==> src/rtl/lift_car_ctrl.sv <==
// Single-car lift controller: latches car/hall calls and serves them with a
// collective (SCAN) policy, timed doors, emergency hold and idle parking.
module lift_car_ctrl #(
  parameter int N_FLOORS     = 6,
  parameter int TRAVEL_CYC   = 50,
  parameter int DOOR_CYC     = 100,
  parameter int CLOSE_CYC    = 20,
  parameter int IDLE_TIMEOUT = 500,
  parameter int PARK_FLOOR   = 0,
  localparam int FLOOR_W     = $clog2(N_FLOORS)
) (
  input  logic                clk,
  input  logic                rst,
  input  logic                emergency,
  input  logic [N_FLOORS-1:0] car_call,
  input  logic [N_FLOORS-2:0] hall_up,
  input  logic [N_FLOORS-2:0] hall_dn,
  output logic                move_up,
  output logic                move_down,
  output logic                open_door,
  output logic                close_door,
  output logic                stop,
  output logic [FLOOR_W-1:0]  lcd,
  output logic [N_FLOORS-1:0] led_car,
  output logic [N_FLOORS-2:0] led_hall_up,
  output logic [N_FLOORS-2:0] led_hall_dn
);

  localparam int CNT_MAX = (TRAVEL_CYC > DOOR_CYC)
                         ? ((TRAVEL_CYC > CLOSE_CYC) ? TRAVEL_CYC : CLOSE_CYC)
                         : ((DOOR_CYC > CLOSE_CYC) ? DOOR_CYC : CLOSE_CYC);
  localparam int CNT_W  = $clog2(CNT_MAX + 1);
  localparam int IDLE_W = $clog2(IDLE_TIMEOUT + 1);
  localparam logic [CNT_W-1:0]    TRAVEL_LAST = CNT_W'(TRAVEL_CYC - 1);
  localparam logic [CNT_W-1:0]    DOOR_LAST   = CNT_W'(DOOR_CYC - 1);
  localparam logic [CNT_W-1:0]    CLOSE_LAST  = CNT_W'(CLOSE_CYC - 1);
  localparam logic [IDLE_W-1:0]   IDLE_LAST   = IDLE_W'(IDLE_TIMEOUT - 1);
  localparam logic [N_FLOORS-1:0] ONE_HOT0    = N_FLOORS'(1);
  localparam logic [N_FLOORS-1:0] PARK_SEL    = ONE_HOT0 << PARK_FLOOR;

  typedef enum logic [2:0] {
    S_IDLE, S_MOVE_UP, S_MOVE_DN, S_DOOR_OPEN, S_DOOR_CLOSE, S_EMERG
  } state_t;

  state_t              state_reg, state_next;
  logic [FLOOR_W-1:0]  floor_reg, floor_next, nf;
  logic                dir_reg, dir_next;  // 1 = up
  logic [CNT_W-1:0]    cnt_reg, cnt_next;
  logic [IDLE_W-1:0]   idle_reg, idle_next;
  logic [N_FLOORS-1:0] car_reg, car_next;
  logic [N_FLOORS-2:0] up_reg, up_next, dn_reg, dn_next;
  logic                emreq_reg, emreq_next;

  logic [N_FLOORS-1:0] up_v, dn_v, all_v, in_all, cur_sel, door_sel, msk, clr_car;
  logic [N_FLOORS-2:0] clr_up, clr_dn;
  logic                enter_door, hold_door, park, mask_in;

  // Hall calls re-indexed by floor so every vector shares one floor index.
  assign up_v    = {1'b0, up_reg};
  assign dn_v    = {dn_reg, 1'b0};
  assign all_v   = car_reg | up_v | dn_v;
  assign in_all  = car_call | {1'b0, hall_up} | {hall_dn, 1'b0};
  assign cur_sel = ONE_HOT0 << floor_reg;

  function automatic logic beyond(input logic [N_FLOORS-1:0] v,
                                  input logic [FLOOR_W-1:0] f, input logic up);
    beyond = 1'b0;
    for (int i = 0; i < N_FLOORS; i++)
      if ((up && i > int'(f)) || (!up && i < int'(f))) beyond = beyond | v[i];
  endfunction

  function automatic logic stop_at(input logic [FLOOR_W-1:0] f, input logic up);
    stop_at = car_reg[f] | (up ? up_v[f] : dn_v[f]) | (all_v[f] & !beyond(all_v, f, up));
  endfunction

  always_comb begin
    state_next = state_reg;
    floor_next = floor_reg;
    dir_next   = dir_reg;
    cnt_next   = cnt_reg;
    idle_next  = '0;
    emreq_next = emreq_reg;
    nf         = floor_reg;
    enter_door = 1'b0;
    hold_door  = 1'b0;
    park       = 1'b0;
    mask_in    = 1'b0;
    case (state_reg)
      S_IDLE: begin
        cnt_next = '0;
        if (emergency) begin
          state_next = S_EMERG;
        end else if (stop_at(floor_reg, dir_reg)) begin
          state_next = S_DOOR_OPEN;
          enter_door = 1'b1;
        end else if (beyond(all_v, floor_reg, dir_reg)) begin
          state_next = dir_reg ? S_MOVE_UP : S_MOVE_DN;
        end else if (beyond(all_v, floor_reg, !dir_reg)) begin
          dir_next   = !dir_reg;
          state_next = dir_reg ? S_MOVE_DN : S_MOVE_UP;
        end else if (in_all == '0) begin
          if (idle_reg == IDLE_LAST) park = (floor_reg != FLOOR_W'(PARK_FLOOR));
          else idle_next = idle_reg + IDLE_W'(1);
        end
      end
      S_MOVE_UP, S_MOVE_DN: begin
        if (emergency) emreq_next = 1'b1;
        if (cnt_reg == TRAVEL_LAST) begin
          cnt_next   = '0;
          nf         = (state_reg == S_MOVE_UP) ? floor_reg + FLOOR_W'(1) : floor_reg - FLOOR_W'(1);
          floor_next = nf;
          if (emreq_reg || emergency) begin
            state_next = S_EMERG;
            emreq_next = 1'b0;
          end else if (stop_at(nf, dir_reg)) begin
            state_next = S_DOOR_OPEN;
            enter_door = 1'b1;
          end else if (!beyond(all_v, nf, dir_reg)) begin
            state_next = S_IDLE;
          end
        end else begin
          cnt_next = cnt_reg + CNT_W'(1);
        end
      end
      S_DOOR_OPEN: begin
        if (emergency) begin
          state_next = S_EMERG;
        end else begin
          hold_door = 1'b1;
          if (in_all[floor_reg]) begin
            cnt_next = '0;
            mask_in  = 1'b1;
          end else if (cnt_reg == DOOR_LAST) begin
            state_next = S_DOOR_CLOSE;
            cnt_next   = '0;
          end else begin
            cnt_next = cnt_reg + CNT_W'(1);
          end
        end
      end
      S_DOOR_CLOSE: begin
        if (emergency) begin
          state_next = S_EMERG;
        end else if (in_all[floor_reg]) begin
          state_next = S_DOOR_OPEN;
          enter_door = 1'b1;
        end else if (cnt_reg == CLOSE_LAST) begin
          state_next = S_IDLE;
          cnt_next   = '0;
        end else begin
          cnt_next = cnt_reg + CNT_W'(1);
        end
      end
      S_EMERG: begin
        cnt_next = '0;
        if (!emergency) state_next = S_DOOR_CLOSE;
      end
      default: state_next = S_IDLE;
    endcase

    // Serve the calls at the door floor; turn round once nothing lies ahead.
    door_sel = ONE_HOT0 << floor_next;
    clr_car  = '0;
    clr_up   = '0;
    clr_dn   = '0;
    if (enter_door || hold_door) begin
      clr_car = door_sel;
      if (dir_reg) clr_up = door_sel[N_FLOORS-2:0];
      else clr_dn = door_sel[N_FLOORS-1:1];
    end
    if (enter_door) begin
      cnt_next = '0;
      if (!beyond(all_v, floor_next, dir_reg)) begin
        dir_next = !dir_reg;
        clr_up   = door_sel[N_FLOORS-2:0];
        clr_dn   = door_sel[N_FLOORS-1:1];
      end
    end

    msk      = mask_in ? cur_sel : '0;
    car_next = (car_reg & ~clr_car) | (car_call & ~msk) | (park ? PARK_SEL : '0);
    up_next  = (up_reg & ~clr_up) | (hall_up & ~msk[N_FLOORS-2:0]);
    dn_next  = (dn_reg & ~clr_dn) | (hall_dn & ~msk[N_FLOORS-1:1]);
    if (state_next == S_EMERG) begin
      car_next = '0;
      up_next  = '0;
      dn_next  = '0;
    end
  end

  always_ff @(posedge clk or posedge rst) begin
    if (rst) begin
      state_reg <= S_IDLE;
      floor_reg <= '0;
      dir_reg   <= 1'b1;
      cnt_reg   <= '0;
      idle_reg  <= '0;
      car_reg   <= '0;
      up_reg    <= '0;
      dn_reg    <= '0;
      emreq_reg <= 1'b0;
    end else begin
      state_reg <= state_next;
      floor_reg <= floor_next;
      dir_reg   <= dir_next;
      cnt_reg   <= cnt_next;
      idle_reg  <= idle_next;
      car_reg   <= car_next;
      up_reg    <= up_next;
      dn_reg    <= dn_next;
      emreq_reg <= emreq_next;
    end
  end

  assign move_up     = (state_reg == S_MOVE_UP);
  assign move_down   = (state_reg == S_MOVE_DN);
  assign open_door   = (state_reg == S_DOOR_OPEN) || (state_reg == S_EMERG);
  assign close_door  = (state_reg == S_DOOR_CLOSE);
  assign stop        = !(move_up || move_down);
  assign lcd         = floor_reg;
  assign led_car     = car_reg;
  assign led_hall_up = up_reg;
  assign led_hall_dn = dn_reg;

endmodule

==> config.mk <==
export PLATFORM = sky130hd
export DESIGN_NAME = lift_car_ctrl
export DESIGN_NICKNAME = d
export VERILOG_FILES = /design/src/rtl/lift_car_ctrl.sv
export SDC_FILE = /design/constraint.sdc
export NUM_CORES = 1
export LEC_CHECK = 0
export ABC_AREA = 1
export ABC_CLOCK_PERIOD_IN_PS = 6800
export CORE_AREA = 3 3 82 122
export DETAILED_ROUTE_END_ITERATION = 8
export DIE_AREA = 0 0 85 125
export PLACE_DENSITY_LB_ADDON = 0.2
export SETUP_SLACK_MARGIN = 0.4
export SYNTH_ARGS = -nofsm -noshare
export SYNTH_HDL_FRONTEND = slang
export SYNTH_SLANG_ARGS = --single-unit
==> constraint.sdc <==
create_clock -name clk -period 6.8 [get_ports clk]
set_input_delay 2.04 -clock clk [delete_from_list [all_inputs] [get_ports clk]]
set_output_delay 2.04 -clock clk [all_outputs]
set_load 0.1 [all_outputs]
## Word level (Yosys, flattened, before mapping)

Index checks and enable logic that the tools add are counted.
W data, S select, Z words.

| storage, ports and cells | value |
|---|---|
| word-level logic and storage cells | 433 |
| input bits | 19 |
| register bits | 40 |
| output and inout port bits | 24 |

| cells by class | value |
|---|---|
| add/sub/neg operators | 4 |
| mux-type cells | 235 |
| $lt $le $gt $ge | 35 |
| equality and inequality tests | 13 |
| reductions and logical operators | 79 |
| shift-type cells | 2 |
| bitwise logic cells | 56 |

Operator list:

| kind | count |
|---|---|
| $mux W1 | 175 |
| $mux W9 | 7 |
| $mux W7 | 8 |
| $mux W3 | 18 |
| $mux W5 | 10 |
| $logic_and A1 B1 Y1 | 44 |
| $or A1 B1 Y1 | 34 |
| $pmux W7 S4 | 1 |
| $bmux W1 S3 | 9 |
| $logic_or A1 B1 Y1 | 24 |
| $and A5 B5 Y5 | 4 |
| $not A5 Y5 | 4 |
| $gt A2 B3 Y1 const A | 6 |
| $gt A3 B3 Y1 const A | 6 |
| $lt A1 B3 Y1 const A | 6 |
| $lt A2 B3 Y1 const A | 6 |
| $lt A3 B3 Y1 const A | 6 |
| $mux W6 | 3 |
| $or A6 B6 Y6 | 3 |
| $pmux W3 S5 | 1 |
| $and A6 B6 Y6 | 2 |
| $not A6 Y6 | 2 |
| $or A6 B5 Y6 | 2 |
| $shl A1 B3 Y6 const A | 2 |
| other kinds (27) | 41 |

## Logic depth before layout (Yosys ltp)

| logic depth | value |
|---|---|
| depth in word-level cells | 98 |
| depth in mapped cells | 24 |
| mapped depth without buffers | 23 |

## Least setup slack after synthesis

Ideal clock, no wire load.

| timing path | value |
|---|---|
| path kind | reg2out |
| start point | register state_reg[1] |
| end point | output open_door |
| stages on the path, launching flop included | 4 |
| setup slack | 1.959 ns |
| arrival | 2.801 ns |
| buffers on the path | 0 |
| data required time | 4.760 ns |
| cells stage by stage | dfrtp_1 > inv_2 > nand2_1 > o21ai_0 |

| on the way | value |
|---|---|
| cells in the longest elaborated chain, start to end | 2 |
| elaborated cells on any way between the ends | 3 |
| classes of those cells | 2 x eq/ne; 1 x reduce/logical |

RTL lines:

| item | RTL line | text |
|---|---|---|
| start, declared | 45 | `state_t state_reg, state_next;` |
| start signal, assigned | 203 | `state_reg <= state_next;` |
| $eq A3 B2 Y1 / $eq A3 B3 Y1 (equally long branches) | 217 | `assign open_door = (state_reg == S_DOOR_OPEN) \|\| (state_reg == S_EMERG);` |
| $logic_or A1 B1 Y1 * | 217 |  |
| end, declared | 20 | `output logic open_door,` |

Mark *: on every way between the ends. The rest lies on a longest branch, timed or not.

## Worst setup path in the final report

| timing path | value |
|---|---|
| start point | register state_reg[0] |
| end point | output open_door |

Same word-level chain as after synthesis.

==> flow_summary.ini <==
[timing]
min_period_over_period = 0.708
grt_setup_unrepaired = no
fin_tns_setup_ns = 0
finalClockSkew_ns = 0.00452
clock.fmax_ghz = 0.208
whs_ns = 0.466
fin_crit_ns = 4.82
final-max-slew-violation-count = 0
relSlewSlack = 0.332
hold_viol_final = 0
tightest_slew_ns = 0.998
setup_violations = 0

[worst_setup_path]
end_kind = primary output
crit_slowest_cell = clkdlybuf4s50_1
cp-start-kind = flip-flop
path_cells = inv_1, nor3_1, inv_2, o21ai_0, clkdlybuf4s50_1
path_class = flip-flop to primary output
cp.required_ns = 4.76
critPathMaxFanout = 7
cpPeakStageDelay_ns = 1.18
arrival_ns = 2.78

[synth]
synthCells = 644
ys_ff_latch = 40
synth_area_leaders = dfrtp_1 24%, nand2_1 18%, inv_1 8.3%
postSynthAreaPerCell_um2 = 6.22
yosysTopAreaCellShare = 0.244
syn-num-nets = 672
synth-xor-area-share = 0.0200
synthFlopType = dfrtp_1
synth.area.mux_share = 0
ys_warn_count = 0
synth_simple_gate_area_frac = 0.443
synth_top_family_by_area = simple AND/OR/NAND/NOR gates
synth_compound_area_frac = 0.139
ys_seq_area_frac = 0.250
synth-edff-count = 0
synthDistinctLibCells = 46
synth_fa_ha_area_frac = 0.0281
yosysTopAreaCell = dfrtp_1
syn_area_um2 = 4000
synthArstFlopShare = 1.00

[floorplanning]
die_y_um = 125
rows = 42
die_w_um = 85
core_um2 = 8990
die_area_um2 = 10600
start_util = 0.445
io_pins = 43

[grt]
grt_max_degree = 41
grt_pass1_vias = 4267
antenna_found_initial = 0
track_usage = 0.247
overflow = 0
grt_pass1_wl_um = 21100

[route]
dr.pass1.iters = 5
vias = 4348
dr.first_iter.drc_count = 359
ant_nets = 0
drt-wirelength-per-cell_um = 16.4
drc = 0
routed_wl_um = 13000
vias_per_cell = 5.49

[cells_and_area]
largest_register_ffs = 9
nets = 709
area_delta_synth_final_pct = 16.3
final_core_util = 0.518
antennaDiodeCount = 0
drive_gt1_frac = 0.0982
fin_area_um2 = 4660

[flow_run]
maxCapViolations = 0

[cts]
clk_root_buffer_cell = clkbuf_16
insertion_delay_ns = 0.29
ctsLongestPathBuffers = 2
cts_tree = yes
clk_pin_slew_ns = 0.06
h-tree-depth = 2
hold_buffers = 0
cts_sinks = 40
cts_setup_buffers = 0
cts_made_buffers = 5
post_cts_resized = 0

[placement]
dp_hpwl_um = 10100
port_buffers = 42
dpl_cell_area_um2 = 4480
place_congestion = 0.952

[pwr]
ir_worst_vdd_mv = 0.302
p_leak_uw = 0.00234
power_density_nw_per_um2 = 452

[outcome]
status = complete, no violations

[hold_path]
hold_class = flip-flop to flip-flop
[metal layers]
metal  global-route usage  share of wire  vias to the layer above
met5                    0              0                        -
met4                0.137          0.048                        0
met3               0.0290          0.038                       41
met2                0.433           0.52                      148
met1                0.285           0.39                     2004
li1                     -              -                     2155
[synthesized netlist by cell type, types with 7 or more instances]
master / count
nor3_1: 16
a21oi_1: 21
nand3_2: 12
nand2_2: 7
buf_2: 8
o21ai_0: 32
o21ai_1: 12
ha_1: 9
nand4_1: 7
nor2_1: 62
inv_1: 88
nor4_1: 8
dfrtp_1: 39
inv_2: 11
nand2_1: 188
nand3_1: 61
[kinds of logic (layout without fill, tap and decap cells)]
family	count (synthesis)	count (layout)
buffers and inverters	115	153
XOR/XNOR	7	7
flip-flops	40	40
AO/OA/AOI/OAI	92	92
AND/OR/NAND/NOR	381	381
adder cells (fa/ha/maj)	9	9
[cell type report]
class | instances | area [um^2]
Clock buffer | 6 | 139
Clock inverter | 2 | 38.8
Fill cell | 928 | 4330
Inverter | 101 | 382
Multi-Input combinational cell | 489 | 2520
Sequential cell | 40 | 1000
Tap cell | 110 | 138
Timing Repair Buffer | 44 | 435
[path summary, 6_finish.rpt]
kind	from	to	slack, ns	depth (start not counted)
max	state_reg[0]$_DFF_PP0_	open_door	1.98	5
max in group asynchronous	rst	dir_reg$_DFF_PP1_	4.22	3
min in group asynchronous	rst	cnt_reg[1]$_DFFE_PP0P_	2.19	3
max reg2reg	lcd[0]$_DFF_PP0_	cnt_reg[0]$_DFFE_PP0P_	3.28	19
min reg2reg	idle_reg[0]$_DFF_PP0_	idle_reg[0]$_DFF_PP0_	0.47	1
min	idle_reg[0]$_DFF_PP0_	idle_reg[0]$_DFF_PP0_	0.47	1
[worst max-delay path, delay by kind of cell (launching register included)]
kind,cells,cell delay (ns)
AND/OR/NAND/NOR,1,0.41
AO/OA/AOI/OAI,1,0.14
buffers and inverters,3,1.45
flip-flops,1,0.48
[where the power goes]
part | switching (uW) | leakage (uW) | internal (uW)
registers | 117 | 0.000481 | 315
logic | 1020 | 0.00178 | 366
clock network | 104 | 0.0000871 | 184
total | 1240 | 0.00234 | 865
[placed cells by master (no fill, tap or decap), drive strengths merged]
| cell type | netlist | final |
|---|---|---|
| nand3 | 74 | 74 |
| o21ai | 49 | 49 |
| clkinv | 1 | 2 |
| a31oi | 2 | 2 |
| a22oi | 4 | 4 |
| o211ai | 4 | 4 |
| dfstp | 1 | 1 |
| or2 | 3 | 3 |
| bufinv | 0 | 1 |
| nand3b | 3 | 3 |
| o22ai | 2 | 2 |
| a41oi | 1 | 1 |
| buf | 13 | 2 |
| o221ai | 2 | 2 |
| a21oi | 24 | 24 |
| ha | 9 | 9 |
| nand2 | 199 | 199 |
| nor4 | 8 | 8 |
| a2111oi | 1 | 1 |
| nor3 | 16 | 16 |
| clkdlybuf4s50 | 0 | 42 |
| o2111ai | 1 | 1 |
| nand4 | 7 | 7 |
| xor2 | 7 | 7 |
| o311ai | 1 | 1 |
| nor2 | 71 | 71 |
| clkbuf | 1 | 6 |
| a21boi | 1 | 1 |
| inv | 100 | 100 |
| dfrtp | 39 | 39 |
[stage by stage]
step / instances / worst slack [ns] / power (uW)
floorplan: 644 / 1.96 / 1480
finish: 792 / 1.98 / 2110
CTS: 792 / 1.99 / 2100
global placement: 784 / 2.34 / 1790
global route: 792 / 1.86 / 2250
detailed placement: 784 / 2.27 / 1800
(Power assumes the default switching activity.)
